**src/rtl/decode_scan_seq.sv**
```systemverilog
// decode_scan_seq
// Channel scan sequencer feeding the 3-bit select (A2,A1,A0) of a 3-to-8
// one-hot decoder. It walks the enabled channels in ascending or descending
// order, holds each one for a dwell period, and inserts blanking gaps so the
// downstream drivers never see overlapping selects.
//
// Ports
//   clk         rising-edge clock
//   rst         synchronous active-high reset
//   start       one-cycle pulse, begins a scan (IDLE only, mask != 0)
//   stop        one-cycle pulse, aborts the scan; wins over start
//   mode_sweep  1 = single sweep, 0 = continuous (latched at start)
//   dir         0 = ascending, 1 = descending (latched at start)
//   mask        per-channel enables (latched at start)
//   dwell       cycles per channel, 0 behaves as 1 (latched at start)
//   A2,A1,A0    channel select, A2 = MSB
//   addr_valid  high while the select is being held in DWELL
//   busy        high whenever not IDLE
//   ch_step     pulse on the first DWELL cycle of every channel
//   sweep_done  pulse on the final cycle of the last channel of a sweep
module decode_scan_seq #(
  parameter int DWELL_W   = 16,
  parameter int BLANK_CYC = 2
) (
  input  logic               clk,
  input  logic               rst,
  input  logic               start,
  input  logic               stop,
  input  logic               mode_sweep,
  input  logic               dir,
  input  logic [7:0]         mask,
  input  logic [DWELL_W-1:0] dwell,
  output logic               A2,
  output logic               A1,
  output logic               A0,
  output logic               addr_valid,
  output logic               busy,
  output logic               ch_step,
  output logic               sweep_done
);

  typedef enum logic [1:0] {ST_IDLE, ST_DWELL, ST_BLANK} state_t;

  localparam logic [DWELL_W-1:0] ONE      = DWELL_W'(1);
  localparam logic [DWELL_W-1:0] BLANK_LD = DWELL_W'(BLANK_CYC);

  // First enabled channel in scan order: lowest set bit when ascending,
  // highest when descending. The loop keeps the last hit, so iteration order
  // is reversed relative to scan order.
  function automatic logic [2:0] f_first(input logic [7:0] m, input logic d);
    logic [2:0] c;
    c = 3'd0;
    for (int i = 0; i < 8; i++) begin
      if (d ? m[i] : m[7-i]) c = d ? 3'(i) : 3'(7 - i);
    end
    return c;
  endfunction

  // The last channel of a sweep is the first channel of the opposite order.
  function automatic logic [2:0] f_last(input logic [7:0] m, input logic d);
    return f_first(m, ~d);
  endfunction

  // Next enabled channel after cur, wrapping mod 8. Offsets are scanned
  // largest first so the nearest hit wins; with no other channel enabled the
  // result is cur itself, which gives the repeat-one-channel behaviour.
  function automatic logic [2:0] f_next(input logic [7:0] m, input logic d,
                                        input logic [2:0] cur);
    logic [2:0] c;
    logic [2:0] k;
    c = cur;
    for (int i = 7; i >= 1; i--) begin
      k = d ? (cur - 3'(i)) : (cur + 3'(i));
      if (m[k]) c = k;
    end
    return c;
  endfunction

  state_t             r_state, w_nstate;
  logic [DWELL_W-1:0] r_cnt, w_ncnt;
  logic [DWELL_W-1:0] r_dwell, w_ndwell;
  logic [2:0]         r_ch, w_nch;
  logic [7:0]         r_mask, w_nmask;
  logic               r_dir, w_ndir;
  logic               r_single, w_nsingle;
  logic               r_addr_valid, r_busy, r_ch_step, r_sweep_done;
  logic               w_entry;   // entering DWELL on a (new) channel
  logic               w_pend;    // current cycle closes a channel period
  logic               w_nfinal;  // next cycle closes the last channel's period

  always_comb begin
    w_nstate  = r_state;
    w_ncnt    = r_cnt;
    w_nch     = r_ch;
    w_nmask   = r_mask;
    w_ndir    = r_dir;
    w_nsingle = r_single;
    w_ndwell  = r_dwell;
    w_entry   = 1'b0;
    w_pend    = 1'b0;

    case (r_state)
      ST_IDLE: begin
        if (start && !stop && (mask != 8'h00)) begin
          w_nmask   = mask;
          w_ndir    = dir;
          w_nsingle = mode_sweep;
          w_ndwell  = (dwell == '0) ? ONE : dwell;
          w_nstate  = ST_DWELL;
          w_nch     = f_first(mask, dir);
          w_ncnt    = w_ndwell;
          w_entry   = 1'b1;
        end
      end
      ST_DWELL: begin
        if (r_cnt > ONE) begin
          w_ncnt = r_cnt - ONE;
        end else if (BLANK_CYC != 0) begin
          w_nstate = ST_BLANK;
          w_ncnt   = BLANK_LD;
        end else begin
          w_pend = 1'b1;
        end
      end
      ST_BLANK: begin
        if (r_cnt > ONE) w_ncnt = r_cnt - ONE;
        else             w_pend = 1'b1;
      end
      default: begin
        w_nstate = ST_IDLE;
        w_nch    = 3'd0;
        w_ncnt   = '0;
      end
    endcase

    if (w_pend) begin
      if (r_single && (r_ch == f_last(r_mask, r_dir))) begin
        w_nstate = ST_IDLE;
        w_nch    = 3'd0;
        w_ncnt   = '0;
      end else begin
        w_nstate = ST_DWELL;
        w_nch    = f_next(r_mask, r_dir, r_ch);
        w_ncnt   = r_dwell;
        w_entry  = 1'b1;
      end
    end

    if (stop && (r_state != ST_IDLE)) begin
      w_nstate = ST_IDLE;
      w_nch    = 3'd0;
      w_ncnt   = '0;
      w_entry  = 1'b0;
    end

    // Outputs are registered, so sweep_done is decided one cycle ahead from
    // the next-state values.
    w_nfinal = (w_nch == f_last(w_nmask, w_ndir)) && (w_ncnt == ONE) &&
               ((w_nstate == ST_BLANK) ||
                ((w_nstate == ST_DWELL) && (BLANK_CYC == 0)));
  end

  always_ff @(posedge clk) begin
    if (rst) begin
      r_state      <= ST_IDLE;
      r_cnt        <= '0;
      r_dwell      <= '0;
      r_ch         <= 3'd0;
      r_mask       <= 8'h00;
      r_dir        <= 1'b0;
      r_single     <= 1'b0;
      r_addr_valid <= 1'b0;
      r_busy       <= 1'b0;
      r_ch_step    <= 1'b0;
      r_sweep_done <= 1'b0;
    end else begin
      r_state      <= w_nstate;
      r_cnt        <= w_ncnt;
      r_dwell      <= w_ndwell;
      r_ch         <= w_nch;
      r_mask       <= w_nmask;
      r_dir        <= w_ndir;
      r_single     <= w_nsingle;
      r_addr_valid <= (w_nstate == ST_DWELL);
      r_busy       <= (w_nstate != ST_IDLE);
      r_ch_step    <= w_entry;
      r_sweep_done <= w_nfinal;
    end
  end

  assign {A2, A1, A0} = r_ch;
  assign addr_valid   = r_addr_valid;
  assign busy         = r_busy;
  assign ch_step      = r_ch_step;
  assign sweep_done   = r_sweep_done;

endmodule

```
**config.mk**
```make
export PLATFORM = sky130hd
export DESIGN_NAME = decode_scan_seq
export DESIGN_NICKNAME = d
export VERILOG_FILES = /design/src/rtl/decode_scan_seq.sv
export SDC_FILE = /design/constraint.sdc
export NUM_CORES = 1
export LEC_CHECK = 0
export ABC_AREA = 1
export BUFFER_PORTS_ARGS = -buffer_cell sky130_fd_sc_hd__buf_2
export CAP_MARGIN = 0
export CELL_PAD_IN_SITES_DETAIL_PLACEMENT = 0
export CELL_PAD_IN_SITES_GLOBAL_PLACEMENT = 1
export CORE_ASPECT_RATIO = 0.8
export CORE_UTILIZATION = 44
export DETAILED_ROUTE_END_ITERATION = 12
export PLACE_DENSITY_LB_ADDON = 0.1
export SYNTH_ARGS = -nofsm -noshare
export SYNTH_HDL_FRONTEND = slang
export SYNTH_SLANG_ARGS = --single-unit
```
**constraint.sdc**
```tcl
create_clock -name clk -period 4.3 [get_ports clk]
set_input_delay 0.43 -clock clk [delete_from_list [all_inputs] [get_ports clk]]
set_output_delay 0.43 -clock clk [all_outputs]
set_load 0.005 [all_outputs]
```
======== Yosys cells after proc, flatten, opt, wreduce, memory -nomap -nowiden ========
Index checks and enable logic that the tools add are counted.
Widths: inputs -> output; s select.
operators by class
  $lt $le $gt $ge ......................... 8
  equality and inequality tests ........... 7
  reductions and logical operators ........ 15
  add/sub/neg operators ................... 15
  mux-type cells .......................... 130
operator list
  kind                   number
  $mux 3                 67
  $mux 16                7
  $pmux 16 s3            1
  $mux 1                 40
  $lt 3x4->1 const B     7
  $bmux 1 s3             7
  $eq 16x1->1 const B    1
  $gt 16x1->1 const B    1
  $logic_not 16->1       1
  $mux 8                 2
  $sub 16x1->16 const B  1
  $add 3x3->3 const B    4
  $sub 3x3->3 const B    4
  $mux 2                 4
  $reduce_bool 8->1      1
  $add 3x2->3 const B    2
  $eq 3x3->1             2
  $logic_and 1x1->1      6
  $pmux 2 s3             1
  $pmux 3 s2             1
  $sub 3x2->3 const B    2
  $eq 2x1->1 const B     2
  $eq 2x2->1 const B     2
  $reduce_bool 2->1      2
  6 further kinds        7
word-level totals
  output and inout bits ................... 7
  logic and storage cells ................. 186
  register bits ........................... 51

======== Depth between registers and ports, before layout ========
Gate-level depths: netlist of run 1.
  word-level depth ........................ 18
  gate-level depth with buffers ........... 25
  depth with buffers taken out ............ 23

======== Worst setup path before layout of run 1 ========
No wires, ideal clock.
  kind .................................... reg2reg
  start point ............................. register r_ch[1]
  end point ............................... register r_sweep_done, in the netlist sweep_done
  path slack .............................. 1617 ps
  period minus slack after synthesis ...... 2683 ps
  data arrival time ....................... 2572 ps
  library setup time ...................... 112 ps
  path buffers ............................ 1
  stages on the path, launching flop included .. 21
  cells stage by stage .................... dfxtp_1 > clkinv_1 > fa_1 > buf_6 > inv_1 > nand3_1 > nand2_1 > nand2_1 > nand2_1 > nand2_1 > nand2_1 > nand2_1 > nand2_1 > nand2_1 > nand2_1 > nand2_1 > nand3_1 > a21oi_1 > or2_2 > nand3_1 > nor2_2
between the ends
  cells in the longest elaborated chain, start to end .. 17
  elaborated cells on any way between the ends .. 60
  classes of those cells .................. add/sub: 14; eq/ne: 4; mux: 39; reduce/logical: 3
RTL lines
  element                                            line  text
  start, declared                                    82    logic [2:0] r_ch, w_nch;
  start signal, assigned                             180   r_ch <= w_nch;
  $add 3x3->3 / $sub 3x3->3 (equally long branches)  73    k = d ? (cur - 3'(i)) : (cur + 3'(i));
  $mux 3                                             73
  $bmux 1 s3                                         74    if (m[k]) c = k;
  $mux 1 (implied by the code)                       74
  $mux 3 (7 in series)                               74
  $mux 3                                             137   if (r_single && (r_ch == f_last(r_mask, r_dir))) begin
  $mux 3                                             136   if (w_pend) begin
  $mux 3                                             149   if (stop && (r_state != ST_IDLE)) begin
  $eq 3x3->1                                         158   w_nfinal = (w_nch == f_last(w_nmask, w_ndir)) && (w_ncnt == ONE) &&
  $logic_and 1x1->1                                  158
  $logic_and 1x1->1 *                                158
  end signal, assigned                               187   r_sweep_done <= w_nfinal;
  end, declared                                      86    logic r_addr_valid, r_busy, r_ch_step, r_sweep_done;
Every way passes the cells marked *; elsewhere a longest branch is shown, timed or not. The select of a mux whose other input is x is not followed.
A chain may end at the register's enable or synchronous reset.

======== Worst setup path after layout of run 1 ========
  start point ............................. register r_dir
  end point ............................... register r_sweep_done, in the netlist sweep_done
between the ends
  cells in the longest elaborated chain, start to end .. 18
  elaborated cells on any way between the ends .. 95
  classes of those cells .................. eq/ne: 4; mux: 88; reduce/logical: 3
RTL lines
  element                                           line  text
  start, declared                                   84    logic r_dir, w_ndir;
  start signal, assigned                            182   r_dir <= w_ndir;
  $mux 3 / $mux 1 (equally long branches)           54    if (d ? m[i] : m[7-i]) c = d ? 3'(i) : 3'(7 - i);
  $mux 3 (8 in series)                              54
  $mux 3                                            136
  $eq 3x3->1                                        137
  $logic_and 1x1->1                                 137
  $mux 16 / $mux 3 (equally long branches)          137
  $mux 16 / $mux 3 (equally long branches)          136
  $mux 16 / $mux 3 (equally long branches)          149
  $eq 16x1->1 / $eq 3x3->1 (equally long branches)  158
  $logic_and 1x1->1                                 158
  $logic_and 1x1->1 *                               158
Marks and branches as above.

==> results of run 1 <==
## cell families after synthesis
logic type | count (synthesis) | synth area share [%]
compound gates | 97 | 12.5
xor+xnor | 12 | 2.42
fa+ha+maj | 9 | 2.94
buf+inv | 112 | 10.8
flops | 51 | 23.5
simple gates | 508 | 47.9
## stage by stage
stage | hold slack, ns | worst slack, ns
6_report | 0.378 | 1.08
5_1_grt | 0.405 | 0.709
4_1_cts | 0.382 | 1.09
3_5_place_dp | 0.457 | 1.10
3_3_place_gp | 0.453 | 1.15
2_1_floorplan | 0.443 | 1.62
## path summary, 6_finish.rpt
| kind | start | to | slack [ns] | cells past startpoint |
|---|---|---|---|---|
| max reg2reg | r_dir | sweep_done | 1.08 | 18 |
| min | mode_sweep | r_single | 0.38 | 3 |
| min reg2reg | r_dwell[9] | r_dwell[9] | 0.47 | 2 |
| max | r_dir | sweep_done | 1.08 | 18 |
## cells in the mapped netlist (all sizes together)
library cell	instances
a31oi	4
a21boi	1
nand4	13
o21bai	2
xor2	11
nand3	51
a41o	1
o31ai	7
or2	4
o2111ai	1
nor3	4
clkbuf	8
inv	90
o21ai	27
buf	12
a21oi	50
a221oi	1
dfxtp	51
clkinv	2
nor4	5
fa	2
xnor2	1
nor2	99
ha	7
nand2	330
nand3b	1
and2	1
o211ai	3
## power breakdown
group          switching (uW)  internal, uW  total (uW)
registers                88.5           553         641
clock network             200           218         419
logic                    1080           535        1610
## flip-flops by register name, indices dropped and copies added (netlist names)
name,flops
addr_valid,1
busy,1
ch_step,1
r_ch,3
r_cnt,16
r_dir,1
r_dwell,16
r_mask,8
r_single,1
r_state,2
sweep_done,1
## routing by layer
layer	GRT usage [%]	up-vias	part of all wire, %
met5	0	-	0
met4	3.62	0	0.49
met3	3.62	9	6.6
met2	38.9	163	39
met1	43.0	2216	54
li1	-	2540	-
## critical path, stage by stage (launching register included)
cell and delay, ns:
dfxtp_1 0.67, inv_2 0.23, fa_1 0.71, inv_1 0.16, nand3_1 0.12, nand2_1 0.07, nand2_1 0.10, nand2_1 0.07
nand2_1 0.06, nand2_1 0.04, nand2_1 0.05, nand2_1 0.05, nand2_1 0.08, nand3_1 0.07, nand3_1 0.11, a21oi_1 0.10
or2_2 0.31, nand3_1 0.09, nor2_2 0.04
## final cells by class
class                           instances  area, um^2
Sequential cell                        51        1020
Clock inverter                          3        23.8
Clock buffer                            5         125
Inverter                               92         345
Fill cell                            1080        4890
Timing Repair Buffer                   38         195
Multi-Input combinational cell        626        2860
Tap cell                              119         149
==> results.yml, run 1 <==
setup_path:
  endpoint_kind: "flip-flop"
  cp_max_fo: 14
  critical_path_class: "flip-flop to flip-flop"
  worstPathArrival_ns: 3.43
  cp_data_required_time_ns: 4.50
  critPathLaunchType: "flip-flop"
placement:
  dp_hpwl_um: 10300
  port_buffers: 36
  placed_area_mm2: 0.00457
  numPlacedInstances: 926
  gp_congestion: 0.932
synth:
  synth_warnings: 0
  synth_area_leaders: "nand2_1 28%, dfxtp_1 23%, nor2_1 8.1%"
  avgSynthCellArea_um2: 5.51
  synthCells: 789
  ys_ff_latch: 51
  yosysTopAreaCell: "nand2_1"
  synth.net_count: 828
  synth_top_area_share_pct: 28.1
  yosysSeqAreaShare_pct: 23.5
  synth_area_mm2: 0.00435
  synth_cell_types: 40
final_layout:
  layout-drive-gt1-share_pct: 7.85
  finalNonFillerCells: 934
  post-route-util_pct: 49.1
  diodes: 0
  final_nets: 853
  final_cell_mix: "325 x nand2_1, 94 x nor2_1, 89 x inv_1"
  syn_to_final_growth_pct: 8.52
  stdcell_area_mm2: 0.00472
  final_common_cell: "nand2_1"
timing:
  setup_viol: 0
  final.period_utilization_pct: 75.0
  period_minus_slack_ns: 3.22
  drv_slew: 0
  fmax_mhz: 310
  max_slew_margin_pct: 44.0
  hold_viol: 0
  clock-skew-final_ns: 0.0114
  tns_ns: 0
  worst_slew_pin_slew_ns: 0.840
  rsz0062_at_grt: "no"
cts:
  cts_sinks: 51
  postCtsHoldBufs: 0
  clockBufferDepth: 2
  cts_tree: "yes"
  root_buffer: "clkbuf_16"
  cts_setup_buffers: 0
  h-tree-depth: 2
  path_clk_slew_ns: 0.08
  clk_latency_ns: 0.30
  cts_buffers: 5
  cts_resized: 0
grt:
  grt_max_degree: 38
  grt_use_total_pct: 27.1
  antenna_found_initial: 0
  grt_pass1_wl_um: 22200
  grt_pass1_vias: 4401
  overflow: 0
routing:
  first_iter_violations: 361
  wl_um: 13500
  vias: 4928
  vias_per_cell: 5.28
  dr.pass1.iters: 5
  drc: 0
  ant_nets: 0
  post_drt_wl_per_cell_um: 14.5
power:
  total_power_uw: 2670
  ir_drop_mv: 0.206
  power_density_mw_per_mm2: 567
  p_leak_uw: 0.00254
status:
  status: "finished clean"
min_path:
  hp-class: "primary input to flip-flop"
job:
  drv_cap: 0
die:
  die-height_um: 90.9
  die_w_um: 113
  initial_core_util_pct: 45.2
  io-pin-count: 37
  rows: 32
  core_region_area_mm2: 0.00961
  fp.dieArea_mm2: 0.0103
(Power assumes the default switching activity.)
==> run 2: changes to the inputs <==
--- a/config.mk
+++ b/config.mk
@@ -11,7 +11,7 @@
 export CELL_PAD_IN_SITES_DETAIL_PLACEMENT = 0
 export CELL_PAD_IN_SITES_GLOBAL_PLACEMENT = 1
 export CORE_ASPECT_RATIO = 0.8
-export CORE_UTILIZATION = 44
+export CORE_UTILIZATION = 37
 export DETAILED_ROUTE_END_ITERATION = 12
 export PLACE_DENSITY_LB_ADDON = 0.1
 export SYNTH_ARGS = -nofsm -noshare
==> constraint.sdc (replaced) <==
create_clock -name clk -period 2.65 [get_ports clk]
set_input_delay 0.265 -clock clk [delete_from_list [all_inputs] [get_ports clk]]
set_output_delay 0.265 -clock clk [all_outputs]
set_load 0.005 [all_outputs]
==> results.yml, run 2 (same netlist as run 1, synthesis figures left out) <==
routing:
  wl_um: 14700
  first_iter_violations: 299
  post_drt_wl_per_cell_um: 14.8
  ant_nets: 0
  vias: 5044
  vias_per_cell: 5.07
  dr.pass1.iters: 5
  drc: 0
cts:
  cts_tree: "yes"
  clockBufferDepth: 2
  cts_sinks: 51
  h-tree-depth: 2
  cts_buffers: 5
  postCtsHoldBufs: 0
  clk_latency_ns: 0.30
  path_clk_slew_ns: 0.07
  root_buffer: "clkbuf_16"
die:
  die_w_um: 123
  initial_core_util_pct: 37.9
  io-pin-count: 37
  fp.dieArea_mm2: 0.0122
  core_region_area_mm2: 0.0115
  die-height_um: 98.9
  rows: 35
final_layout:
  finalNonFillerCells: 994
  reg_top3: "r_cnt (16), r_dwell (16), r_mask (8)"
  layout-drive-gt1-share_pct: 15.7
  syn_to_final_growth_pct: 18.4
  final_nets: 884
  final_common_cell: "nand2_1"
  final_cell_mix: "313 x nand2_1, 90 x nor2_1, 85 x inv_1"
  diodes: 0
placement:
  gp_congestion: 0.913
  dp_hpwl_um: 11200
  port_buffers: 36
  numPlacedInstances: 978
  pre_cts_ws_ns: 0.0857
setup_path:
  cp_data_required_time_ns: 2.89
  worstPathArrival_ns: 2.75
  critPathLaunchType: "flip-flop"
  cp_max_fo: 7
  critical_path_class: "flip-flop to flip-flop"
  endpoint_kind: "flip-flop"
power:
  p_leak_uw: 0.00270
  ir_drop_mv: 0.299
  power_density_mw_per_mm2: 911
min_path:
  hp-class: "primary input to flip-flop"
timing:
  worst_slew_pin_slew_ns: 0.713
  final.period_utilization_pct: 94.8
  layout_setup_ws_ns: 0.137
  clock-skew-final_ns: 0.00692
  hold_viol: 0
  setup_viol: 0
  max_slew_margin_pct: 52.1
  drv_slew: 0
  period_minus_slack_ns: 2.51
  fmax_mhz: 398
grt:
  grt_max_degree: 37
  antenna_found_initial: 0
  overflow: 0
  grt_pass1_wl_um: 23500
  grt_pass1_vias: 4595
  grt_use_total_pct: 24.7
job:
  drv_cap: 0
status:
  status: "finished clean"
## run 2: cell types whose count changed in the layout (fill, tap and decap cells not counted), sizes merged
cell      before  now
buf           38   67
inv           91   89
nand2        330  332
clkinv         2    3
clkinvlp       2    3
## run 2: final timing paths
path	from	end	slack [ns]	depth (start not counted)
hold / removal	mode_sweep	r_single	0.21	3
setup / recovery	r_dir	sweep_done	0.14	23
setup reg to reg	r_dir	sweep_done	0.14	23
hold reg to reg	r_dwell[3]	r_dwell[3]	0.47	2
## run 2: through the flow
step | total power, uW | util, % | instance area [um^2] | setup TNS (ns) | hold slack, ns
after floorplan | 3050 | - | 4350 | 0 | 0.409
after global placement | 3780 | 41.8 | 4790 | 0 | 0.451
final | 4690 | 44.9 | 5150 | 0 | 0.215
after global routing | 5130 | 44.9 | 5150 | -0.0218 | 0.228
after detailed placement | 3780 | 41.8 | 4790 | 0 | 0.457
after CTS | 4470 | 43.0 | 4940 | 0 | 0.213
## run 2: layout make-up
type                       instances  area (um^2)
fill                            1279         6330
inverter                          92          353
tap                              148          185
clock buffer                       5          125
timing repair buffer              67          445
sequential                        51         1030
multi-input combinational        628         2990
clock inverter                     3         20.0
## run 2: what timing repair did
item / in CTS / in global routing
setup endpoints to repair: 0 / 2
gates resized for setup: 0 / 44
setup buffers: 0 / 6
## run 2: where the power goes
group / switching [uW] / leakage [uW] / internal [uW]
registers: 140 / 0.000419 / 899
clock network: 318 / 0.0000658 / 349
logic: 1930 / 0.00222 / 1050
## run 2: layer usage
metal | GRT usage (%) | part of all wire (%) | vias up
met2 | 33.9 | 39 | 153
met5 | 0 | 0 | -
met1 | 40.0 | 55 | 2276
met3 | 3.41 | 6.1 | 9
met4 | 3.89 | 0.61 | 0
li1 | - | - | 2606
## run 2: critical path: stages (launching register included)
cell	delay, ns
dfxtp_4	0.37
inv_4	0.06
fa_2	0.56
buf_6	0.13
nand3_2	0.08
nand2_2	0.08
nand2_2	0.06
nand2_2	0.08
nor2_1	0.04
nand2_1	0.07
nand2_1	0.06
nand2_1	0.07
nand2_2	0.07
nand2_1	0.07
nand2_1	0.06
nand2_1	0.05
nand2_1	0.05
nand2_1	0.07
nand2_1	0.08
nand2_1	0.05
nand2_1	0.06
nor2_1	0.08
nand2_1	0.07
nor2_2	0.07
==> run 3: changes to the inputs <==
--- a/config.mk
+++ b/config.mk
@@ -14,6 +14,7 @@
 export CORE_UTILIZATION = 37
 export DETAILED_ROUTE_END_ITERATION = 12
 export PLACE_DENSITY_LB_ADDON = 0.1
+export SLEW_MARGIN = 20
 export SYNTH_ARGS = -nofsm -noshare
 export SYNTH_HDL_FRONTEND = slang
 export SYNTH_SLANG_ARGS = --single-unit
==> constraint.sdc (replaced) <==
create_clock -name clk -period 2.65 [get_ports clk]
set_input_delay 0.53 -clock clk [delete_from_list [all_inputs] [get_ports clk]]
set_output_delay 0.53 -clock clk [all_outputs]
set_load 0.005 [all_outputs]
==> results.yml, run 3 (same netlist as run 1, synthesis figures left out) <==
final_layout:
  post-route-util_pct: 46.1
  reg_top3: "r_cnt (16), r_dwell (16), r_mask (8)"
  diodes: 0
  finalNonFillerCells: 1005
  layout-drive-gt1-share_pct: 16.5
  syn_to_final_growth_pct: 21.7
  final_nets: 895
  final_cell_mix: "314 x nand2_1, 90 x nor2_1, 87 x inv_1"
  stdcell_area_mm2: 0.00529
  final_common_cell: "nand2_1"
setup_path:
  endpoint: "sweep_done"
  reg2reg_slack_ns: 0.11
  worstPathArrival_ns: 2.73
  critical_path_class: "flip-flop to flip-flop"
  cp_max_fo: 6
  endpoint_kind: "flip-flop"
  cp_data_required_time_ns: 2.85
  r2r_end: "sweep_done"
  reg2reg_depth: 18
  critPathLaunchType: "flip-flop"
  worstReg2RegStart: "r_ch[1]"
  worstSetupStartpoint: "r_ch[1]"
cts:
  clk_latency_ns: 0.30
  cts_tree: "yes"
  clockBufferDepth: 2
  cts_buffers: 5
  cts_sinks: 51
  h-tree-depth: 2
  postCtsHoldBufs: 0
  root_buffer: "clkbuf_16"
  path_clk_slew_ns: 0.07
status:
  status: "finished clean"
power:
  switchingPower_uw: 2420
  clockPowerShare_pct: 17.2
  seqPwrFrac_pct: 20.8
  power_density_mw_per_mm2: 944
  ir_drop_mv: 0.341
  p_leak_uw: 0.00279
  swShare_pct: 48.5
  combPwrFrac_pct: 62.0
  p_int_uw: 2570
  total_power_uw: 4990
job:
  drv_cap: 0
timing:
  final.period_utilization_pct: 95.7
  fmax_mhz: 394
  max_slew_margin_pct: 68.2
  clock-skew-final_ns: 0.00538
  hold_viol: 0
  setup_viol: 0
  tns_ns: 0
  drv_slew: 0
  rsz0062_at_grt: "yes"
  worst_slew_pin_slew_ns: 0.473
  period_minus_slack_ns: 2.54
placement:
  port_buffers: 36
  gp_congestion: 0.903
  dp_hpwl_um: 11400
  numPlacedInstances: 989
  placed_area_mm2: 0.00489
routing:
  post_drt_wl_per_cell_um: 14.8
  first_iter_violations: 369
  drc: 0
  dr.pass1.iters: 7
  ant_nets: 0
  vias_per_cell: 5.08
  vias: 5106
  wl_um: 14900
min_path:
  hp-class: "flip-flop to flip-flop"
die:
  fp.dieArea_mm2: 0.0122
  core_region_area_mm2: 0.0115
  rows: 35
  die_w_um: 123
  initial_core_util_pct: 37.9
  io-pin-count: 37
  die-height_um: 98.9
grt:
  grt_pass1_vias: 4639
  grt_use_total_pct: 25.1
  antenna_found_initial: 0
  grt_pass1_wl_um: 23900
  overflow: 0
  grt_max_degree: 37
-- run 3: how the worst min path moves through the flow --
stage / start / to / slack, ns / cells after the start
floorplan: r_dwell[14] / r_dwell[14] / 0.44 / 2
detailed placement: r_dwell[11] / r_dwell[11] / 0.46 / 2
global route: mode_sweep / r_single / 0.49 / 3
global placement: r_dwell[8] / r_dwell[8] / 0.45 / 2
CTS: r_dwell[8] / r_dwell[8] / 0.47 / 2
finish: r_dwell[8] / r_dwell[8] / 0.47 / 2
-- run 3: layout make-up --
cell class | instances | area [um^2]
Sequential cell | 51 | 1030
Inverter | 92 | 354
Multi-Input combinational cell | 628 | 3000
Fill cell | 1264 | 6180
Timing Repair Buffer | 78 | 533
Clock inverter | 3 | 67.6
Clock buffer | 5 | 125
Tap cell | 148 | 185
-- run 3: worst max-delay path, cell delays in order (launching register included) --
cell and delay (ns):
dfxtp_2 0.36, inv_4 0.04, fa_2 0.66, inv_4 0.08
nand3_2 0.08, nand2_2 0.08, nand2_2 0.08, nand2_1 0.06
nand2_1 0.07, nand2_1 0.04, nand2_1 0.05, nand2_1 0.05
nand2_1 0.07, nand3_1 0.07, nand3_1 0.12, a21oi_2 0.09
or2_2 0.30, nand3_1 0.08, nor2_2 0.04
-- run 3: through the flow --
step / hold slack [ns] / worst slack (ns)
final: 0.467 / 0.115
after global routing: 0.490 / -0.0749
after CTS: 0.468 / 0.0304
after detailed placement: 0.457 / -0.0737
after global placement: 0.451 / -0.101
after floorplan: 0.443 / 0.0804
-- run 3: power groups by stage --
stage	clock network, uW	registers (uW)	logic, uW
final	858	1040	3090
after global routing	913	1050	3470
after floorplan	0	1010	2040
after global placement	0	1050	2820
after CTS	873	1030	2860
after detailed placement	0	1050	2830
-- run 3: what timing repair did --
item / CTS / global route
gates resized for setup: 3 / 38
buffers inserted: 0 / 6
gates cloned: 0 / 2
pin swaps: 1 / 14
endpoints found under the setup margin: 1 / 6
-- run 3: per-layer routing --
metal	track usage (%)	wire length, um
met3	3.59	1040
met4	4.08	74
met5	0	0
met1	40.5	7870
met2	34.8	5930
